### src/rtl/ccsds123b2_selftest_pkg.sv
// Shared types and constants for the CCSDS-123.0-B-2 core self-test sequencer.
package ccsds123b2_selftest_pkg;

    typedef enum logic [1:0] {
        IDLE     = 2'd0,
        RST_CORE = 2'd1,
        RUN      = 2'd2,
        DONE     = 2'd3
    } seq_state_t;

    // Truncate to the counter width in use; doubles as the "no mismatch yet" marker.
    localparam logic [63:0] CNT_ALL_ONES = 64'hFFFF_FFFF_FFFF_FFFF;

endpackage

### src/rtl/ccsds123b2_stream_comparator.sv
// Joins the core output stream with the golden stream and keeps beat, mismatch and first-index stats.
module ccsds123b2_stream_comparator
    import ccsds123b2_selftest_pkg::*;
#(
    parameter int DATA_WIDTH = 64,
    parameter int CNT_WIDTH  = 32
) (
    input  logic                  clk,
    input  logic                  rst_n,
    input  logic                  clear,
    input  logic                  enable,
    input  logic [DATA_WIDTH-1:0] dut_data,
    input  logic                  dut_valid,
    input  logic [DATA_WIDTH-1:0] gold_data,
    input  logic                  gold_valid,
    output logic                  dut_ready,
    output logic                  gold_ready,
    output logic                  beat,
    output logic                  beat_mismatch,
    output logic [CNT_WIDTH-1:0]  word_count,
    output logic [CNT_WIDTH-1:0]  mismatch_count,
    output logic [CNT_WIDTH-1:0]  first_mismatch
);

    localparam logic [CNT_WIDTH-1:0] NO_INDEX = CNT_WIDTH'(CNT_ALL_ONES);

    logic [CNT_WIDTH-1:0] word_count_reg;
    logic [CNT_WIDTH-1:0] mismatch_count_reg;
    logic [CNT_WIDTH-1:0] first_mismatch_reg;

    // Neither side is ever consumed alone, so the two streams stay word-aligned.
    assign beat          = enable & dut_valid & gold_valid;
    assign dut_ready     = beat;
    assign gold_ready    = beat;
    assign beat_mismatch = beat & (dut_data != gold_data);

    always_ff @(posedge clk or negedge rst_n) begin
        if (!rst_n) begin
            word_count_reg     <= '0;
            mismatch_count_reg <= '0;
            first_mismatch_reg <= NO_INDEX;
        end else if (clear) begin
            word_count_reg     <= '0;
            mismatch_count_reg <= '0;
            first_mismatch_reg <= NO_INDEX;
        end else if (beat) begin
            word_count_reg <= word_count_reg + 1'b1;
            if (beat_mismatch) begin
                if (mismatch_count_reg != NO_INDEX) begin
                    mismatch_count_reg <= mismatch_count_reg + 1'b1;
                end
                if (first_mismatch_reg == NO_INDEX) begin
                    first_mismatch_reg <= word_count_reg;
                end
            end
        end
    end

    assign word_count     = word_count_reg;
    assign mismatch_count = mismatch_count_reg;
    assign first_mismatch = first_mismatch_reg;

endmodule

### src/rtl/ccsds123b2_selftest_sequencer.sv
// Self-test sequencer: resets the core, compares its output against the golden stream, reports status.
module ccsds123b2_selftest_sequencer
    import ccsds123b2_selftest_pkg::*;
#(
    parameter int DATA_WIDTH     = 64,
    parameter int CNT_WIDTH      = 32,
    parameter int RESET_CYCLES   = 16,
    parameter int EXPECTED_WORDS = 4881,
    parameter int TIMEOUT_CYCLES = 1048576
) (
    input  logic                  clk,
    input  logic                  rst_n,
    input  logic                  start,
    output logic                  core_rst,
    input  logic [DATA_WIDTH-1:0] dut_data,
    input  logic                  dut_valid,
    input  logic                  dut_last,
    output logic                  dut_ready,
    input  logic [DATA_WIDTH-1:0] gold_data,
    input  logic                  gold_valid,
    output logic                  gold_ready,
    output logic                  busy,
    output logic                  finished,
    output logic                  failed,
    output logic                  len_err,
    output logic                  timeout,
    output logic [CNT_WIDTH-1:0]  word_count,
    output logic [CNT_WIDTH-1:0]  mismatch_count,
    output logic [CNT_WIDTH-1:0]  first_mismatch
);

    localparam logic [CNT_WIDTH-1:0] RST_LAST  = CNT_WIDTH'(RESET_CYCLES - 1);
    localparam logic [CNT_WIDTH-1:0] WORD_LAST = CNT_WIDTH'(EXPECTED_WORDS - 1);
    localparam logic [CNT_WIDTH-1:0] WD_LAST   = CNT_WIDTH'(TIMEOUT_CYCLES - 1);

    seq_state_t state_reg, state_next;

    logic [CNT_WIDTH-1:0] rst_cnt_reg;
    logic [CNT_WIDTH-1:0] wd_cnt_reg;
    logic core_rst_reg, busy_reg, finished_reg, failed_reg, len_err_reg, timeout_reg;

    logic in_run, enter_rst, beat, beat_mismatch, is_final;
    logic len_evt, wd_expire, fail_evt, end_evt;

    assign in_run    = (state_reg == RUN);
    assign enter_rst = start & ((state_reg == IDLE) | (state_reg == DONE));

    ccsds123b2_stream_comparator #(
        .DATA_WIDTH (DATA_WIDTH),
        .CNT_WIDTH  (CNT_WIDTH)
    ) u_comparator (
        .clk            (clk),
        .rst_n          (rst_n),
        .clear          (enter_rst),
        .enable         (in_run),
        .dut_data       (dut_data),
        .dut_valid      (dut_valid),
        .gold_data      (gold_data),
        .gold_valid     (gold_valid),
        .dut_ready      (dut_ready),
        .gold_ready     (gold_ready),
        .beat           (beat),
        .beat_mismatch  (beat_mismatch),
        .word_count     (word_count),
        .mismatch_count (mismatch_count),
        .first_mismatch (first_mismatch)
    );

    // Length error: tlast on a non-final index, or the final index arriving without tlast.
    assign is_final  = (word_count == WORD_LAST);
    assign len_evt   = beat & (dut_last ^ is_final);
    assign wd_expire = in_run & ~beat & (wd_cnt_reg == WD_LAST);
    assign fail_evt  = beat_mismatch | len_evt | wd_expire;
    assign end_evt   = (beat & (dut_last | is_final)) | wd_expire;

    always_comb begin
        state_next = state_reg;
        case (state_reg)
            IDLE:     if (start) state_next = RST_CORE;
            RST_CORE: if (rst_cnt_reg == RST_LAST) state_next = RUN;
            RUN:      if (end_evt) state_next = DONE;
            DONE:     if (start) state_next = RST_CORE;
            default:  state_next = IDLE;
        endcase
    end

    always_ff @(posedge clk or negedge rst_n) begin
        if (!rst_n) begin
            state_reg    <= IDLE;
            rst_cnt_reg  <= '0;
            wd_cnt_reg   <= '0;
            core_rst_reg <= 1'b1;
            busy_reg     <= 1'b0;
            finished_reg <= 1'b0;
            failed_reg   <= 1'b0;
            len_err_reg  <= 1'b0;
            timeout_reg  <= 1'b0;
        end else begin
            state_reg    <= state_next;
            // Core is held in reset until the run starts, and left idle (not reset) once done.
            core_rst_reg <= (state_next == IDLE) | (state_next == RST_CORE);
            busy_reg     <= (state_next == RST_CORE) | (state_next == RUN);

            if (enter_rst) begin
                rst_cnt_reg <= '0;
            end else if (state_reg == RST_CORE) begin
                rst_cnt_reg <= rst_cnt_reg + 1'b1;
            end

            if (!in_run || beat) begin
                wd_cnt_reg <= '0;
            end else begin
                wd_cnt_reg <= wd_cnt_reg + 1'b1;
            end

            if (enter_rst) begin
                finished_reg <= 1'b0;
                failed_reg   <= 1'b0;
                len_err_reg  <= 1'b0;
                timeout_reg  <= 1'b0;
            end else if (in_run) begin
                if (fail_evt)  failed_reg   <= 1'b1;
                if (len_evt)   len_err_reg  <= 1'b1;
                if (wd_expire) timeout_reg  <= 1'b1;
                if (end_evt)   finished_reg <= 1'b1;
            end
        end
    end

    assign core_rst = core_rst_reg;
    assign busy     = busy_reg;
    assign finished = finished_reg;
    assign failed   = failed_reg;
    assign len_err  = len_err_reg;
    assign timeout  = timeout_reg;

endmodule
### config.mk
export PLATFORM = sky130hd
export DESIGN_NAME = ccsds123b2_selftest_sequencer
export DESIGN_NICKNAME = d
export VERILOG_FILES = /design/src/rtl/ccsds123b2_selftest_pkg.sv /design/src/rtl/ccsds123b2_stream_comparator.sv /design/src/rtl/ccsds123b2_selftest_sequencer.sv
export SDC_FILE = /design/constraint.sdc
export NUM_CORES = 1
export LEC_CHECK = 0
export BUFFER_PORTS_ARGS = -buffer_cell sky130_fd_sc_hd__clkbuf_2
export CORE_MARGIN = 2
export CORE_UTILIZATION = 40
export CTS_CLUSTER_DIAMETER = 30
export DETAILED_ROUTE_END_ITERATION = 8
export PLACE_DENSITY = 0.75
export SLEW_MARGIN = 20
export SYNTH_ARGS = -nofsm -noshare
export SYNTH_HDL_FRONTEND = slang
export SYNTH_SLANG_ARGS = --single-unit
### constraint.sdc
create_clock -name clk -period 5 [get_ports clk]
set_input_delay 0.25 -clock clk [delete_from_list [all_inputs] [get_ports clk]]
set_output_delay 0.25 -clock clk [all_outputs]
set_load 0.01 [all_outputs]
==> results.py <==
metrics = {
    "routing": {
        "drt_iter0_markers": 582,
        "finalWirelength_um": 24260,
        "first_pass_iters": 5,
        "ant_nets": 0,
        "drc_errors": 0,
        "vias": 7919,
        "avgViaCountPerCell": 5.484,
        "wl_per_cell_um": 16.80,
    },
    "pwr": {
        "p_clk_frac": 0.341,
        "total_power_mw": 4.048,
        "p_int_mw": 2.742,
        "switching_share": 0.3225,
        "power_density_nw_per_um2": 364.5,
        "ir_drop_mv": 0.2665,
        "p_leak_nw": 4.856,
        "power_frac_comb": 0.245,
        "power_frac_seq": 0.414,
        "net-switching-power_mw": 1.305,
    },
    "global_routing": {
        "grt_pass1_vias": 7785,
        "grt_overflow": 0,
        "antenna_found_initial": 0,
        "grt_pass1_wl_um": 40340,
        "grt_util_all_layers": 0.2092,
        "grt_max_degree": 82,
    },
    "timing": {
        "fin_setup_tns_ns": 0,
        "rsz0062_at_grt": "false",
        "drv_slew": 0,
        "fin_worst_skew_ns": 0.01226,
        "worst_slew_pin_slew_ns": 1.003,
        "timing.fmax_mhz": 332.5,
        "min_period_over_period": 0.6014,
        "setup_viol_count_final": 0,
        "relSlewSlack": 0.3311,
        "hold_viol_final": 0,
        "final.min_clock_period_ns": 3.007,
    },
    "job": {
        "maxCapViolCount": 0,
    },
    "die": {
        "die-area_um2": 23890,
        "io-pin-count": 238,
        "rows": 55,
        "die_w_um": 154.6,
        "core_area_um2": 22430,
        "die_h_um": 154.6,
        "floorplan.initialDensity": 0.4042,
    },
    "final_layout": {
        "multiInputGateArea_um2": 4576,
        "antenna_cells": 0,
        "layout_commonest_cell": "clkbuf_2",
        "drive_gt1_frac": 0.2813,
        "area.growth.synth_to_final_pct": 22.43,
        "fin_nets": 1290,
        "final_cell_mix": "clkbuf_2 (236), dfrtp_1 (135), nor2_1 (101), xnor2_1 (100), nand4_1 (62)",
        "fillerInstances": 2111,
        "seq_area_um2": 4245,
        "utilization": 0.4949,
    },
    "critical_path": {
        "endpoint_kind": "flip-flop",
        "worstPathArrival_ns": 3.36,
        "path_class": "reg -> reg",
        "cp-start-kind": "flip-flop",
        "crit_fanout": 32,
        "worstPathRequired_ns": 5.35,
    },
    "clock_network": {
        "cts_tree": "built",
        "clockBufferDepth": 2,
        "clock-sinks": 168,
        "root_buffer": "clkbuf_16",
        "cts_max_level": 4,
        "cts_buffers": 17,
        "clk_pin_slew_worst_paths_ns": 0.06,
        "postCtsResizedCells": 0,
        "clk_latency_ns": 0.43,
    },
    "min_path": {
        "hold_class": "in -> reg",
    },
    "place": {
        "io_buffer_count": 237,
        "place_hpwl_um": 17250,
        "routabilityCongestion": 0.9279,
    },
    "synth": {
        "synth_area_um2": 9069,
        "ys_warn_count": 0,
        "synth.avg_cell_area_um2": 9.825,
        "synthFlopType": "dfrtp_1",
        "synth_fp_nets": 1067,
        "synth_edf_count": 0,
        "synthCells": 923,
        "ys_ff_latch": 168,
        "ys_seq_area_frac": 0.4681,
        "async_flop_share": 1.000,
        "ys_types": 55,
    },
    "outcome": {
        "status": "completed",
    },
}
path summary, 6_finish.rpt:
check	from	endpoint	depth (start not counted)	slack, ns
hold reg to reg	wd_cnt_reg[0]$_DFF_PN0_	wd_cnt_reg[0]$_DFF_PN0_	1	0.49
min in group asynchronous	rst_n	u_comparator.mismatch_count[14]$_DFFE_PN0P_	2	0.42
setup reg to reg	state_reg[0]$_DFF_PN0_	core_rst$_DFF_PN1_	12	1.99
hold / removal	start	state_reg[1]$_DFF_PN0_	4	0.24
max in group asynchronous	rst_n	u_comparator.word_count[23]$_DFFE_PN0P_	3	3.43
setup / recovery	state_reg[0]$_DFF_PN0_	core_rst$_DFF_PN1_	12	1.99
stage by stage:
| stage | std cells | hold WS, ns | area [um2] | worst slack [ns] |
|---|---|---|---|---|
| after floorplan | 923 | -0.04559 | 9069 | 2.517 |
| after CTS | 1444 | 0.2342 | 11100 | 1.945 |
| after global routing | 1444 | 0.2687 | 11100 | 1.629 |
| after global placement | 1411 | 0.3621 | 10480 | 2.086 |
| after detailed placement | 1411 | 0.3566 | 10480 | 2.002 |
| final | 1444 | 0.2430 | 11100 | 1.993 |
power by group through the flow:
| stage | clock network [mW] | logic (mW) | registers, mW |
|---|---|---|---|
| 6_report | 1.38 | 0.991 | 1.68 |
| 5_1_grt | 1.47 | 1.10 | 1.69 |
| 4_1_cts | 1.40 | 1.00 | 1.68 |
| 3_5_place_dp | 0 | 1.00 | 1.70 |
| 3_3_place_gp | 0 | 0.981 | 1.69 |
| 2_1_floorplan | 0 | 0.570 | 1.72 |
cells in the mapped netlist (3+ instances only):
library cell	instances	area [um2]
dfrtp_1	135	3378
nor2_1	101	379.1
xnor2_1	100	875.8
nand4_1	62	387.9
nand2_1	53	198.9
a21oi_1	46	230.2
nand3_1	46	230.2
xor2_1	40	350.3
dfstp_2	33	867.1
o22a_1	32	280.3
clkbuf_1	26	97.59
or4_1	24	180.2
or3_1	23	143.9
o31ai_1	22	165.2
nor4_1	21	131.4
o21ai_0	21	105.1
nor3_1	18	90.09
inv_1	17	63.81
and3_1	14	87.58
and4_1	13	113.9
ha_1	10	125.1
and2_1	6	37.54
buf_2	6	30.03
o21ai_1	5	25.02
buf_1	4	15.01
buf_6	3	33.78
nand2b_1	3	18.77
nor4b_1	3	26.28
critical path, stage by stage, from the launching register on:
cell	delay (ns)
dfrtp_1	0.39
inv_1	0.07
ha_1	0.26
nand3_1	0.09
buf_4	0.23
nand2_1	0.08
buf_4	0.23
nand4b_1	0.22
nor4_1	0.51
o21bai_1	0.23
o31ai_1	0.11
ha_1	0.23
or2_2	0.26
logic make-up (layout without fill, tap and decap cells):
logic type | Yosys count | after routing | synth area share
compound gates | 137 | 137 | 0.09920
mux | 2 | 2 | 0.002208
flops | 168 | 168 | 0.4681
buf+inv | 58 | 294 | 0.02773
xor+xnor | 140 | 140 | 0.1352
simple gates | 408 | 408 | 0.2537
fa+ha+maj | 10 | 10 | 0.01380
cell type report:
class | instances | area share
clock buffers | 21 | 0.04057
inverters | 18 | 0.006085
well taps | 285 | 0.03212
flip-flops and latches | 168 | 0.3824
clock inverters | 11 | 0.01442
multi-input cells | 697 | 0.4121
repair buffers | 244 | 0.1124
routing by layer:
metal,up-vias,wire [um],part of all wire,track usage
li1,3808,-,-,-
met4,0,265,0.011,0.05115
met3,23,1618,0.067,0.06164
met5,-,0,0,0
met1,3879,11120,0.46,0.2891
met2,209,11260,0.46,0.3244
what timing repair did:
action,CTS,global route
setup buffers,0,0
hold buffers,1,0
hold endpoints to repair,79,0
endpoints found under the setup margin,0,0
(Power assumes the default switching activity.)
